$ cat config.mk
export PLATFORM = sky130hd
export DESIGN_NAME = traffic_phase_ctrl
export DESIGN_NICKNAME = d
export VERILOG_FILES = /design/src/rtl/traffic_pkg.sv /design/src/rtl/bcd_down_cnt.sv /design/src/rtl/traffic_phase_ctrl.sv
export SDC_FILE = /design/constraint.sdc
export NUM_CORES = 1
export LEC_CHECK = 0
export BUFFER_PORTS_ARGS = -buffer_cell sky130_fd_sc_hd__buf_4
export CORE_MARGIN = 2
export CORE_UTILIZATION = 45
export DETAILED_ROUTE_END_ITERATION = 8
export PLACE_DENSITY = 0.7
export SETUP_SLACK_MARGIN = 0.5
export SKIP_LAST_GASP = 1
export SLEW_MARGIN = 20
export SYNTH_ARGS = -nofsm -noshare
export SYNTH_HDL_FRONTEND = slang
export SYNTH_SLANG_ARGS = --single-unit
$ cat constraint.sdc
create_clock -name sys_clk -period 3.7 [get_ports sys_clk]
set_clock_uncertainty 0.2 [all_clocks]
set_input_delay 0.74 -clock sys_clk [delete_from_list [all_inputs] [get_ports sys_clk]]
set_output_delay 0.74 -clock sys_clk [all_outputs]
set_load 0.05 [all_outputs]
$ cat src/rtl/traffic_pkg.sv
// Shared definitions for the traffic phase controller: phase encodings,
// default phase durations and a small BCD conversion helper.
package traffic_pkg;

  typedef enum logic [2:0] {
    StGreen  = 3'd0,
    StYellow = 3'd1,
    StRed    = 3'd2,
    StWalk   = 3'd3,
    StFlash  = 3'd4
  } phase_e;

  localparam int unsigned DefGreenT  = 20;
  localparam int unsigned DefYellowT = 3;
  localparam int unsigned DefRedT    = 15;
  localparam int unsigned DefWalkT   = 10;
  localparam int unsigned DefPedRem  = 3;

  // Packed two-digit BCD of a value in 0..99.
  function automatic logic [7:0] to_bcd(input int unsigned v);
    logic [3:0] tens;
    logic [3:0] ones;
    tens = 4'(v / 10);
    ones = 4'(v % 10);
    return {tens, ones};
  endfunction

endpackage

$ cat src/rtl/bcd_down_cnt.sv
// Two-digit packed-BCD down-counter with synchronous load (load wins over dec).
module bcd_down_cnt #(
  parameter logic [7:0] RstVal = 8'h00
) (
  input  logic       clk_i,
  input  logic       rst_ni,
  input  logic       load,
  input  logic [7:0] load_val,
  input  logic       dec,
  output logic [7:0] q,
  output logic       zero
);

  logic [7:0] q_q, q_d;

  // Next count: load, or BCD decrement with ones 0 -> 9 borrowing from tens.
  always_comb begin
    q_d = q_q;
    if (load) begin
      q_d = load_val;
    end else if (dec) begin
      if (q_q[3:0] == 4'd0) begin
        q_d = {q_q[7:4] - 4'd1, 4'd9};
      end else begin
        q_d = {q_q[7:4], q_q[3:0] - 4'd1};
      end
    end
  end

  // Count register.
  always_ff @(posedge clk_i or negedge rst_ni) begin
    if (!rst_ni) begin
      q_q <= RstVal;
    end else begin
      q_q <= q_d;
    end
  end

  assign q    = q_q;
  assign zero = (q_q == 8'h00);

endmodule

$ cat src/rtl/traffic_phase_ctrl.sv
// Traffic light phase controller: GREEN/YELLOW/RED/WALK cycle with pedestrian
// request shortening of green, and a flashing night mode.
module traffic_phase_ctrl
  import traffic_pkg::*;
#(
  parameter int unsigned GREEN_T  = DefGreenT,
  parameter int unsigned YELLOW_T = DefYellowT,
  parameter int unsigned RED_T    = DefRedT,
  parameter int unsigned WALK_T   = DefWalkT,
  parameter int unsigned PED_REM  = DefPedRem
) (
  input  logic       sys_clk,
  input  logic       sys_rst_n,
  input  logic       tick,
  input  logic       ped_req,
  input  logic       night_mode,
  output logic [2:0] phase,
  output logic [3:0] cnt_tens,
  output logic [3:0] cnt_ones,
  output logic       R_out,
  output logic       G_out,
  output logic       B_out,
  output logic       ped_ack
);

  localparam logic [7:0] LoadGreen  = to_bcd(GREEN_T - 1);
  localparam logic [7:0] LoadYellow = to_bcd(YELLOW_T - 1);
  localparam logic [7:0] LoadRed    = to_bcd(RED_T - 1);
  localparam logic [7:0] LoadWalk   = to_bcd(WALK_T - 1);
  localparam logic [7:0] LoadPedRem = to_bcd(PED_REM);

  logic [1:0] ped_sync_q, night_sync_q;
  logic       ped_prev_q;
  logic       ped_s, night_s, ped_rise;

  phase_e     state_q, state_d;
  logic       pend_q, pend_d;
  logic       blink_q, blink_d;
  logic       r_q, r_d, g_q, g_d, b_q, b_d;

  logic       cnt_load, cnt_dec, cnt_zero;
  logic [7:0] cnt_load_val, cnt_q;

  // Two-flop synchronizers plus the previous synchronized request for edge detect.
  always_ff @(posedge sys_clk or negedge sys_rst_n) begin
    if (!sys_rst_n) begin
      ped_sync_q   <= 2'b00;
      night_sync_q <= 2'b00;
      ped_prev_q   <= 1'b0;
    end else begin
      ped_sync_q   <= {ped_sync_q[0], ped_req};
      night_sync_q <= {night_sync_q[0], night_mode};
      ped_prev_q   <= ped_sync_q[1];
    end
  end

  assign ped_s    = ped_sync_q[1];
  assign night_s  = night_sync_q[1];
  assign ped_rise = ped_s & ~ped_prev_q;

  // Next phase, counter control, pending request and lamp decode.
  always_comb begin
    state_d      = state_q;
    blink_d      = blink_q;
    cnt_load     = 1'b0;
    cnt_load_val = 8'h00;
    cnt_dec      = 1'b0;

    if (tick) begin
      if (state_q == StFlash) begin
        blink_d = ~blink_q;
        if (!night_s) begin
          state_d      = StRed;
          cnt_load     = 1'b1;
          cnt_load_val = LoadRed;
        end
      end else if (cnt_zero) begin
        cnt_load = 1'b1;
        if (night_s) begin
          state_d      = StFlash;
          cnt_load_val = 8'h00;
        end else begin
          case (state_q)
            StGreen: begin
              state_d      = StYellow;
              cnt_load_val = LoadYellow;
            end
            StYellow: begin
              state_d      = StRed;
              cnt_load_val = LoadRed;
            end
            StRed: begin
              if (pend_q) begin
                state_d      = StWalk;
                cnt_load_val = LoadWalk;
              end else begin
                state_d      = StGreen;
                cnt_load_val = LoadGreen;
              end
            end
            default: begin
              state_d      = StGreen;
              cnt_load_val = LoadGreen;
            end
          endcase
        end
      end else if ((state_q == StGreen) && pend_q && (cnt_q > LoadPedRem)) begin
        // Packed BCD orders the same as binary, so a plain compare works.
        cnt_load     = 1'b1;
        cnt_load_val = LoadPedRem;
      end else begin
        cnt_dec = 1'b1;
      end
    end

    // A fresh edge beats the clear on WALK entry.
    pend_d = pend_q;
    if (ped_rise) begin
      pend_d = 1'b1;
    end else if ((state_d == StWalk) && (state_q != StWalk)) begin
      pend_d = 1'b0;
    end

    r_d = 1'b0;
    g_d = 1'b0;
    b_d = 1'b0;
    case (state_d)
      StGreen:  g_d = 1'b1;
      StYellow: begin
        r_d = 1'b1;
        g_d = 1'b1;
      end
      StRed:    r_d = 1'b1;
      StWalk: begin
        r_d = 1'b1;
        b_d = 1'b1;
      end
      StFlash: begin
        r_d = blink_d;
        g_d = blink_d;
      end
      default: ;
    endcase
  end

  // Phase state, pending flag, blink bit and registered lamp drives.
  always_ff @(posedge sys_clk or negedge sys_rst_n) begin
    if (!sys_rst_n) begin
      state_q <= StRed;
      pend_q  <= 1'b0;
      blink_q <= 1'b0;
      r_q     <= 1'b1;
      g_q     <= 1'b0;
      b_q     <= 1'b0;
    end else begin
      state_q <= state_d;
      pend_q  <= pend_d;
      blink_q <= blink_d;
      r_q     <= r_d;
      g_q     <= g_d;
      b_q     <= b_d;
    end
  end

  bcd_down_cnt #(
    .RstVal (LoadRed)
  ) u_cnt (
    .clk_i    (sys_clk),
    .rst_ni   (sys_rst_n),
    .load     (cnt_load),
    .load_val (cnt_load_val),
    .dec      (cnt_dec),
    .q        (cnt_q),
    .zero     (cnt_zero)
  );

  assign phase    = state_q;
  assign cnt_tens = cnt_q[7:4];
  assign cnt_ones = cnt_q[3:0];
  assign R_out    = r_q;
  assign G_out    = g_q;
  assign B_out    = b_q;
  assign ped_ack  = pend_q;

endmodule

==> key figures <==
Layout
  • Share of cells above drive strength 1: 0.338
  • Fillers: 208
  • Most common cell after layout, fill and taps aside: buf_4
  • N_diodes: 0
  • Post-route cell area: 1370 sq um
  • Area grow syn2layout: 10.9%
  • Final nets: 140
  • Non-filler instance count after layout: 163
  • Leading cell types in the layout, fill and taps excluded: buf_4 (19), dfrtp_1 (17), nand2_1 (9)

Timing
  • Final setup fails: 0
  • Slew Limit Fails: 0
  • Setup TNS: 0 ns
  • Final period utilization: 0.650
  • Worst-Margin Slew: 0.662 ns
  • Hold Vio Cnt, Final: 0
  • Min cycle time layout: 2.41 ns
  • Max Fclk: 0.416 GHz
  • Rel. slew slack: 0.556
  • RSZ-0062 raised after global routing: no

Logic synthesis
  • Ys flop type: dfrtp_1
  • Syn Std Cell Area: 1230 sq um
  • Ranking of synthesized cells by area: dfrtp_1 (35%), dfstp_2 (8.5%), or2b_2 (3.6%), a32o_1 (3.3%), nand2_1 (2.7%)
  • Syn avg cell area: 10.4 sq um
  • Post-synth ARST share: 1.00
  • Post-synth EDFFs: 0
  • Synth area leader: dfrtp_1
  • Seq/Total Area, Yosys: 0.431
  • Post-Syn Instances: 118
  • Yosys Warn Count: 0
  • Synth Net Count: 124
  • Synth top area share: 0.346
  • FF+latch count, synth: 21
  • Synth unique cells: 48

Placement
  • Detail Placement HPWL: 1.71 mm
  • Routability cong.: 0.837
  • # port buffers: 19
  • Placed cell count: 159
  • DP Area: 1340 sq um

Die
  • Core ar.: 2540 sq um
  • I/O pin total: 20
  • Die height: 56.3 um
  • Starting Density: 0.484
  • Cell row count: 18
  • Die Area: 3170 sq um
  • DIE WIDTH: 56.3 um

Critical path
  • Crit Path Class: reg -> reg
  • CP max stage delay: 0.43 ns
  • WP data arrival: 2.44 ns
  • Critical Path Fanout Max: 7
  • Endpoint type of the worst setup path: flip-flop
  • Crit path required time: 3.74 ns
  • Reg2Reg Capture Point: R_out
  • Critical-path top delay cell: dfrtp_1
  • Worst R2R Start: u_cnt.q[5]
  • Startpoint Class: flip-flop
  • Flop2flop setup slack: 1.29 ns
  • Crit-path cells: inv_1 -> ha_1 -> nor3b_2 -> and3_2 -> mux2_2 -> o31ai_1 -> o31ai_2
  • R2R cell count: 7

Detailed routing
  • Vias/cell: 6.13
  • Total Wirelength: 2.44 mm
  • Via count: 1,000
  • DR WL/cell: 14.9 um
  • 1st-iter DRT viols: 29
  • Antenna viol nets, final: 0
  • DR pass1 iterations: 4
  • DRC violations left: 0

GRT
  • Vias in the first global route: 896
  • First-pass GRT wire length: 4.14 mm
  • Gr ovfl total: 0
  • GR Layer Usage met2: 0.244
  • GR Util met3: 0.0230
  • Tot GR Track Use: 0.161
  • Initial antenna violation count: 0
  • GRT busiest layer: met2
  • Largest net degree at the start of global routing: 22
  • Met1 Track Usage GR: 0.233

Hold path
  • Hold Path Class: in -> async

Clocking
  • Postcts setup bufs: 0
  • Later-pin clock latency in the skew report: 0.30 ns
  • CTS root buf: clkbuf_4
  • Clock sinks: 21
  • Clock Tree Buf Depth: 2
  • Hold-fix buffers, CTS: 0
  • H-Tree Depth: 1
  • Number of CTS-inserted buffers: 3
  • CTS tree: yes
  • Worst-path clk slew: 0.12 ns
  • Post-cts resize count: 0

Job
  • Max-cap violations: 0

Status
  • Status: finished, final reports clean

Power and ir drop
  • Peak VDD IR: 0.408 mV
  • PD cells: 708 nW/um^2
  • Leakage power: 0.548 nW
## report_power, final
part	switching (W)	total [W]	internal [W]
clock network	0.0000703	0.000111	0.0000404
registers	0.000109	0.000402	0.000293
logic	0.000293	0.000454	0.000162
## cell usage after synthesis, types with 3 or more instances
master / number
a32o_1: 4
buf_6: 3
a21oi_1: 6
nand2_1: 9
dfstp_2: 4
nor4_1: 4
dfrtp_1: 17
o21ai_0: 4
or2b_2: 5
o31ai_1: 3
nor2_1: 5
nand3_1: 3
inv_1: 4
nor2b_1: 3
## metrics by stage
step	util	worst slack (ns)	total power [W]	hold slack, ns
4_1_cts	0.536	1.32	0.000973	0.0922
6_report	0.536	1.29	0.000967	0.0905
5_1_grt	0.536	0.995	0.00102	0.105
3_5_place_dp	0.526	1.36	0.000858	0.136
3_3_place_gp	0.526	1.38	0.000848	0.139
2_1_floorplan	-	1.29	0.000750	0.131
## critical path: cells and delay by family, from the launching register on
| family | cells | cell delay (ns) |
|---|---|---|
| AND/OR/NAND/NOR | 2 | 0.64 |
| buffers and inverters | 1 | 0.09 |
| adder cells (fa/ha/maj) | 1 | 0.20 |
| AO/OA/AOI/OAI | 2 | 0.37 |
| flip-flops | 1 | 0.43 |
| multiplexers | 1 | 0.39 |
## flip-flops by register name, summed over array words and instances (netlist names)
signal and flops:
B_out 1, G_out 1, R_out 1, blink_q 1
night_sync_q 2, ped_ack 1, ped_prev_q 1, ped_sync_q 2
phase 3, u_cnt.q 8
## kinds of logic (layout without fill, tap and decap cells)
family	after synthesis	after routing	synth area share
AO/OA/AOI/OAI	37	37	0.233
XOR/XNOR	1	1	0.00712
adder cells (fa/ha/maj)	1	1	0.0102
buffers and inverters	12	27	0.0722
flip-flops	21	21	0.431
multiplexers	1	1	0.00915
AND/OR/NAND/NOR	45	45	0.238
## routing by layer
metal	up-vias	wire length, um
li1	479	-
met1	479	1150
met2	38	1110
met3	4	144
met4	0	29
met5	-	0
## worst max path at each step
stage,startpoint,to,slack [ns]
3_3_place_gp,u_cnt.q[0],R_out,1.38
2_1_floorplan,u_cnt.q[1],R_out,1.29
3_5_place_dp,u_cnt.q[5],R_out,1.36
5_1_grt,u_cnt.q[5],u_cnt.q[4],0.99
4_1_cts,u_cnt.q[5],R_out,1.32
6_report,u_cnt.q[5],R_out,1.29
## cell type report
cell class	count	area [sq um]	share of cell area
multi-input cells	85	612	0.448
flip-flops and latches	21	531	0.389
well taps	30	37.5	0.0275
repair buffers	19	143	0.104
clock buffers	3	22.5	0.0165
inverters	4	15.0	0.0110
clock inverters	1	5.00	0.00367
No activity file was read; power rests on OpenSTA's default activity.
